--- src/rtl/read_after_write_gate_pkg.sv ---
// Shared types and helpers for the read-after-write ordering gate.
// Address field widths normally come from the memory-map defines; the
// fallback values below keep this slice self-contained.
`ifndef ROW_ADDR_BITS
`define ROW_ADDR_BITS 14
`endif
`ifndef COL_ADDR_BITS
`define COL_ADDR_BITS 10
`endif
`ifndef BANK_ADDR_BITS
`define BANK_ADDR_BITS 3
`endif

package read_after_write_gate_pkg;

  localparam int SNAP_DEPTH = 8;
  localparam int ADDR_W     = `ROW_ADDR_BITS + `COL_ADDR_BITS + `BANK_ADDR_BITS;

  typedef enum logic [2:0] {
    IDLE,
    CHECK,
    WAIT_POP,
    WAIT_WIN,
    ISSUE
  } raw_gate_state_t;

  // Pops still required before the youngest matching write has drained.
  // Valid entries occupy the top nvalid slots, so the match sits at
  // position k-(8-nvalid) counted from the oldest valid entry. A pop in
  // the same cycle already retires one of them.
  function automatic logic [3:0] pops_needed(input logic [2:0] k,
                                             input logic [3:0] nvalid,
                                             input logic       pop_now);
    logic [4:0] span;
    logic [3:0] need;
    span = 5'(k) + 5'(nvalid) + 5'd1;
    if (span > 5'd8) begin
      need = span[3:0] - 4'd8;
    end else begin
      need = 4'd0;
    end
    if (pop_now && (need != 4'd0)) begin
      need = need - 4'd1;
    end
    return need;
  endfunction

endpackage

--- src/rtl/read_after_write_gate_match.sv ---
// Combinational compare of a held read address against the write-address
// snapshot. Reports how many snapshot entries are valid and the index of
// the youngest valid entry whose address matches exactly.
module raw_match_unit
  import read_after_write_gate_pkg::*;
#(
  parameter int DATA_WIDTH = ADDR_W
) (
  input  logic [SNAP_DEPTH-1:0][DATA_WIDTH:0] snap,
  input  logic [DATA_WIDTH-1:0]               hold_addr,
  output logic [3:0]                          nvalid,
  output logic                                match,
  output logic [2:0]                          k
);

  // Scan oldest to newest so the last hit left in k is the youngest match.
  always_comb begin
    nvalid = 4'd0;
    match  = 1'b0;
    k      = 3'd0;
    for (int i = 0; i < SNAP_DEPTH; i++) begin
      if (snap[i][DATA_WIDTH]) begin
        nvalid = nvalid + 4'd1;
        if (snap[i][DATA_WIDTH-1:0] == hold_addr) begin
          match = 1'b1;
          k     = 3'(i);
        end
      end
    end
  end

endmodule

--- src/rtl/read_after_write_gate.sv ---
// Holds one read request until every older write to the same address has
// drained from the write FIFO, then hands it to the command scheduler.
module read_after_write_gate
  import read_after_write_gate_pkg::*;
#(
  parameter int DATA_WIDTH = ADDR_W,
  parameter int STALL_MAX  = 1024,
  parameter int CNT_W      = 16
) (
  input  logic                  i_clk,
  input  logic                  i_rst_n,
  input  logic                  i_rd_valid,
  input  logic [DATA_WIDTH-1:0] i_rd_addr,
  output logic                  o_rd_ready,
  input  logic [DATA_WIDTH:0]   i_waddr_0,
  input  logic [DATA_WIDTH:0]   i_waddr_1,
  input  logic [DATA_WIDTH:0]   i_waddr_2,
  input  logic [DATA_WIDTH:0]   i_waddr_3,
  input  logic [DATA_WIDTH:0]   i_waddr_4,
  input  logic [DATA_WIDTH:0]   i_waddr_5,
  input  logic [DATA_WIDTH:0]   i_waddr_6,
  input  logic [DATA_WIDTH:0]   i_waddr_7,
  input  logic                  i_wfifo_pop,
  output logic                  o_cmd_valid,
  output logic [DATA_WIDTH-1:0] o_cmd_addr,
  input  logic                  i_cmd_ready,
  output logic                  o_stall,
  output logic [CNT_W-1:0]      o_hazard_cnt,
  output logic                  o_timeout
);

  localparam int STALL_W = $clog2(STALL_MAX + 1);

  raw_gate_state_t                    state;
  logic [DATA_WIDTH-1:0]              hold_addr;
  logic [3:0]                         pop_cnt;
  logic                               read_stalled;
  logic [STALL_W-1:0]                 stall_cnt;
  logic [SNAP_DEPTH-1:0][DATA_WIDTH:0] snap;
  logic [3:0]                         nvalid;
  logic                               match;
  logic [2:0]                         k;
  logic [3:0]                         need;
  logic                               hazard_sat;

  assign snap = {i_waddr_7, i_waddr_6, i_waddr_5, i_waddr_4,
                 i_waddr_3, i_waddr_2, i_waddr_1, i_waddr_0};

  raw_match_unit #(
    .DATA_WIDTH(DATA_WIDTH)
  ) u_match (
    .snap      (snap),
    .hold_addr (hold_addr),
    .nvalid    (nvalid),
    .match     (match),
    .k         (k)
  );

  assign need       = pops_needed(k, nvalid, i_wfifo_pop);
  assign hazard_sat = &o_hazard_cnt;

  // Gate FSM with registered handshake outputs; a read is counted as a
  // hazard only the first time it stalls, however often it re-checks.
  always_ff @(posedge i_clk or negedge i_rst_n) begin
    if (!i_rst_n) begin
      state        <= IDLE;
      hold_addr    <= '0;
      pop_cnt      <= 4'd0;
      read_stalled <= 1'b0;
      o_rd_ready   <= 1'b1;
      o_cmd_valid  <= 1'b0;
      o_cmd_addr   <= '0;
      o_stall      <= 1'b0;
      o_hazard_cnt <= '0;
    end else begin
      case (state)
        IDLE: begin
          if (i_rd_valid && o_rd_ready) begin
            hold_addr    <= i_rd_addr;
            read_stalled <= 1'b0;
            o_rd_ready   <= 1'b0;
            state        <= CHECK;
          end
        end
        CHECK: begin
          if (match && (need != 4'd0)) begin
            pop_cnt <= need;
            o_stall <= 1'b1;
            state   <= WAIT_POP;
            if (!read_stalled) begin
              read_stalled <= 1'b1;
              if (!hazard_sat) o_hazard_cnt <= o_hazard_cnt + 1'b1;
            end
          end else if (!match && (nvalid == 4'd8)) begin
            o_stall <= 1'b1;
            state   <= WAIT_WIN;
            if (!read_stalled) begin
              read_stalled <= 1'b1;
              if (!hazard_sat) o_hazard_cnt <= o_hazard_cnt + 1'b1;
            end
          end else begin
            o_cmd_valid <= 1'b1;
            o_cmd_addr  <= hold_addr;
            state       <= ISSUE;
          end
        end
        WAIT_POP: begin
          if (i_wfifo_pop) begin
            pop_cnt <= pop_cnt - 4'd1;
            if (pop_cnt == 4'd1) begin
              o_stall     <= 1'b0;
              o_cmd_valid <= 1'b1;
              o_cmd_addr  <= hold_addr;
              state       <= ISSUE;
            end
          end
        end
        WAIT_WIN: begin
          if (nvalid < 4'd8) begin
            o_stall <= 1'b0;
            state   <= CHECK;
          end
        end
        ISSUE: begin
          if (i_cmd_ready) begin
            o_cmd_valid <= 1'b0;
            o_rd_ready  <= 1'b1;
            state       <= IDLE;
          end
        end
        default: begin
          o_stall     <= 1'b0;
          o_cmd_valid <= 1'b0;
          o_rd_ready  <= 1'b1;
          state       <= IDLE;
        end
      endcase
    end
  end

  // Length of the current stall; a long stall raises a sticky timeout flag
  // but the read is still kept and released normally later.
  always_ff @(posedge i_clk or negedge i_rst_n) begin
    if (!i_rst_n) begin
      stall_cnt <= '0;
      o_timeout <= 1'b0;
    end else if (o_stall) begin
      if (stall_cnt != STALL_W'(STALL_MAX)) stall_cnt <= stall_cnt + STALL_W'(1);
      if (stall_cnt >= STALL_W'(STALL_MAX - 1)) o_timeout <= 1'b1;
    end else begin
      stall_cnt <= '0;
    end
  end

endmodule

--- config.mk ---
export PLATFORM = sky130hd
export DESIGN_NAME = read_after_write_gate
export DESIGN_NICKNAME = d
export VERILOG_FILES = /design/src/rtl/read_after_write_gate_pkg.sv /design/src/rtl/read_after_write_gate_match.sv /design/src/rtl/read_after_write_gate.sv
export SDC_FILE = /design/constraint.sdc
export NUM_CORES = 1
export LEC_CHECK = 0
export ABC_AREA = 1
export CAP_MARGIN = 0
export CELL_PAD_IN_SITES_DETAIL_PLACEMENT = 1
export CELL_PAD_IN_SITES_GLOBAL_PLACEMENT = 2
export CORE_UTILIZATION = 25
export CTS_BUF_LIST = sky130_fd_sc_hd__clkbuf_16
export DETAILED_ROUTE_END_ITERATION = 8
export PLACE_DENSITY = 0.91
export SLEW_MARGIN = 0
export SYNTH_ARGS = -nofsm -noshare
export SYNTH_HDL_FRONTEND = slang
export SYNTH_SLANG_ARGS = --single-unit
--- constraint.sdc ---
create_clock -name i_clk -period 6.1 [get_ports i_clk]
set_input_delay 1.22 -clock i_clk [delete_from_list [all_inputs] [get_ports i_clk]]
set_output_delay 1.22 -clock i_clk [all_outputs]
set_load 0.005 [all_outputs]
==> results of run 1 <==
-- Yosys cell counts, types with 21 or more instances --
cell	count
nand2_1	244
dfrtp_1	92
o22ai_1	39
xnor2_1	34
o21ai_0	93
a22o_1	25
inv_1	117
nor4_1	30
nor2_1	53
nand4_1	28
o21ai_1	29
nand3_1	40
buf_2	21
xor2_1	40
-- worst max-delay path: cells and delay by family --
family,cells,cell delay [ns]
compound gates,4,0.36
fa+ha+maj,7,1.78
buf+inv,10,0.78
simple gates,20,2.24
-- metal layers --
metal  vias up  part of all wire, %  GRT usage [%]
li1       4352                    -              -
met1      4649                   42          33.50
met2       436                   47          42.63
met3        94                  7.3          5.157
met4         0                  3.8          11.45
met5         -                    0              0
-- state kept, by name, indices dropped and copies added (netlist names), 3 cells and up --
register / count
state: 3
o_hazard_cnt: 16
o_cmd_addr: 27
hold_addr: 27
stall_cnt: 11
pop_cnt: 4
-- through the flow --
step / worst slack (ns) / setup TNS, ns / util [%]
final: -0.08379 / -1.363 / 43.43
after detailed placement: -1.033 / -49.54 / 39.08
after global placement: -0.7984 / -38.45 / 39.08
after CTS: 0.004186 / 0 / 41.25
after floorplan: -0.01154 / -0.02859 / -
after global routing: -0.2424 / -8.950 / 43.43
-- power groups by stage --
| stage | clock, mW | combinational (mW) | sequential [mW] |
|---|---|---|---|
| floorplan | 0 | 1.29 | 0.947 |
| global placement | 0 | 2.20 | 1.10 |
| detailed placement | 0 | 2.25 | 1.11 |
| CTS | 0.606 | 2.41 | 1.10 |
| global route | 0.629 | 2.89 | 1.16 |
| finish | 0.595 | 2.70 | 1.14 |
-- logic make-up (layout without fill, tap and decap cells) --
| group | Yosys count | after routing | share of synthesized area [%] |
|---|---|---|---|
| AND/OR/NAND/NOR | 460 | 460 | 28.37 |
| adder cells (fa/ha/maj) | 16 | 16 | 2.785 |
| flip-flops | 93 | 93 | 31.22 |
| buffers and inverters | 166 | 542 | 8.893 |
| other | 0 | 2 | 0 |
| AO/OA/AOI/OAI | 242 | 242 | 20.03 |
| XOR/XNOR | 74 | 74 | 8.691 |
-- layout make-up --
class / count / area [um^2] / share of cell area, %
diodes: 2 / 5.005 / 0.03972
repair buffers: 400 / 3902 / 30.97
inverters: 126 / 493.0 / 3.913
multi-input cells: 792 / 5096 / 40.45
clock inverters: 7 / 68.82 / 0.5462
flip-flops and latches: 93 / 2328 / 18.48
clock buffers: 9 / 225.2 / 1.787
well taps: 384 / 480.5 / 3.813
-- what timing repair did --
action	in CTS	in global routing
gates cloned	3	3
endpoints found under the setup margin	52	52
gates resized for setup	37	110
buffers inserted	23	13
pin swaps	23	35
-- final timing paths --
| path | start | end | slack [ns] | cells after the start |
|---|---|---|---|---|
| setup / recovery | i_waddr_1[27] | o_cmd_addr[4] | -0.08 | 41 |
| hold / removal | stall_cnt[10] | stall_cnt[10] | 0.47 | 1 |
| setup reg to reg | hold_addr[15] | o_cmd_addr[4] | 0.69 | 30 |
| hold reg to reg | stall_cnt[10] | stall_cnt[10] | 0.47 | 1 |
| max in group asynchronous | i_rst_n | hold_addr[10] | 4.08 | 2 |
| min in group asynchronous | i_rst_n | o_hazard_cnt[2] | 0.91 | 1 |
==> out/summary.md, run 1 <==
At the worst endpoint, the arrival time is 6.41 ns. The non-filler instance count after layout was 1813. The critical path class is input pin to flop. The clock-pin slew reported for the worst setup and hold paths after clock tree synthesis is 0.07 ns, and the power per cell area is 351.4 nW/um^2.

The largest net degree at the start of global routing was 56. Of all nets on the critical path, the largest fanout is 7. Counting stages on the worst path, the most repeated cell is nand2_4. The number of synthesized flops with an enable pin was 0. The tools report the area of the core as 29010 um^2. Number of max-slew violations in the final report: 0. The switching power total was 2.166 mW. The synthesized design spends more area on one cell type than any other, namely dfrtp_1.

The tools report the final clock skew as 0.02269 ns. Sequential cells burn 25.7% of the power. Setup repair after global routing could not meet its margin everywhere. The tools report the critical path capture point type as a flop.

Leaving out fill and tap cells, the most frequent cell in the layout is clkdlybuf4s50_1. The width of the die came out at 174.7 um. The smallest setup slack after layout is -0.08379 ns. The proportion of power drawn by combinational gates was 60.9%; the number of warnings issued by yosys was 0. The static leakage power came out at 5.448 nW.

In the synthesized netlist the async set-or-reset flop fraction comes to 100.0%. The portion of synthesized cell area occupied by the leading cell type is 30.87%, and the total congestion overflow is 0. The run gives 2 as the maximum buffer depth of the clock tree. The total of max-cap violations was 0; the post-detailed-placement half-perimeter wirelength was 31240 um. The slowest stage of the critical path is the fa_2 cell.

The number of nets in the finished design is 1694. After detailed routing, the number of remaining DRC violations is 0. In the synthesized netlist the dominant register cell turns out to be dfrtp_1.

From synthesis to final layout, the design area changed by 68.96%. The type of the tightest min-delay check was flop to flop. In this run the clock root is driven by a clkbuf_16.

The run gives 3519 as the filler cell count in the final layout. The number of buffer cells added on primary ports came out at 302. The worst-case vdd ir drop was 0.1627 mV; the boundary pin count was 303. The detail-routed via count per cell is 5.257.

Net switching is 48.92% of the power. The number of antenna violations at the first check in global routing is 3, and the post-detailed-placement cell area is 11340 um^2. In the post-synthesis netlist, the biggest area contributors are dfrtp_1 31%, nand2_1 12%, o21ai_0 6.2%.

The initial utilization of the core area, before any placement, comes to 25.70%. The tools report the overall fraction of global-route tracks in use as 26.18%. The gate count of the mapped netlist was 1051; the total iterations of the first detailed-routing run was 5. For the data required time at the worst endpoint, the log shows 6.32 ns. The tools report the post-route total power as 4.428 mW. The average size of a mapped cell was 7.095 um^2. The tools report the count of vias placed by the detailed router as 9531. The tools report the iteration-0 DRC count of the detailed router as 690. Synthesis inferred 93 register bits. Per report_power, the clock group accounts for 13.4% of the total. The H-tree was split into 3 levels. The final critical path takes up 101.4% of the cycle.

The number of nets produced by synthesis is 1323, and the total placed cells including tap cells is 1755. The mean routed wirelength per cell works out to 22.83 um. Transition time at the pin with the least slew margin: 0.8473 ns.

The final reports fail on negative setup slack. Leaving out fill and tap cells, the most frequent cells in the layout are 298 x clkdlybuf4s50_1, 205 x nand2_1, 106 x inv_1. The post-layout minimum cycle time was 6.184 ns. The die is 174.7 um tall. The run finished, with violations left. The tree built by TritonCTS fans out to 93 sinks. The routed design has 41400 um of wire. In this run the cell area of the synthesized design comes to 7457 um^2. The tools report the final number of hold-violating endpoints as 0. Counting the buffers created by CTS gives 9.

The count of nets left with antenna violations once routing finished came out at 0. In this run the core area contains 62 standard-cell rows. The kind of start point of the critical path is an input pin. In this design, the stage delay of the slowest critical-path cell is 0.36 ns. The internal portion of the total power is 2.262 mW. In this run the tightest slew margin relative to its limit is 43.45%. In the final layout, the share of cells above drive strength 1 is 18.50%. The tools report the area of all placed cells without fillers as 12600 um^2. Via count of the first global-routing pass: 9981.

The run gives 0.1617 GHz as the peak clock frequency supported by timing. Hold is met by 0.4719 ns. For the final RePlAce weighted congestion, the log shows 0.9443. The area enclosed by the die boundary is 30520 um^2, and the setup-violating endpoint count in the final report is 31.

The tools report the worst-skew pair later-pin latency as 0.37 ns. Share of synthesized area occupied by flip-flops and latches: 31.22%. The global-route wire length before repair was 59680 um; the total of hold buffers inserted after clock tree synthesis was 0. Yosys mapped the design onto 50 distinct sky130hd cell types. TritonCTS built the clock tree.
Note: power is estimated with default switching activity, not from simulation.
==> inputs of run 2 (changes only) <==
--- a/config.mk
+++ b/config.mk
@@ -11,6 +11,7 @@
 export CELL_PAD_IN_SITES_GLOBAL_PLACEMENT = 2
 export CORE_UTILIZATION = 25
 export CTS_BUF_LIST = sky130_fd_sc_hd__clkbuf_16
+export CTS_CLUSTER_SIZE = 28
 export DETAILED_ROUTE_END_ITERATION = 8
 export PLACE_DENSITY = 0.91
 export SLEW_MARGIN = 0
==> results of run 2 <==
Same layout as run 1: the final DEF is identical, and so are final timing and power.
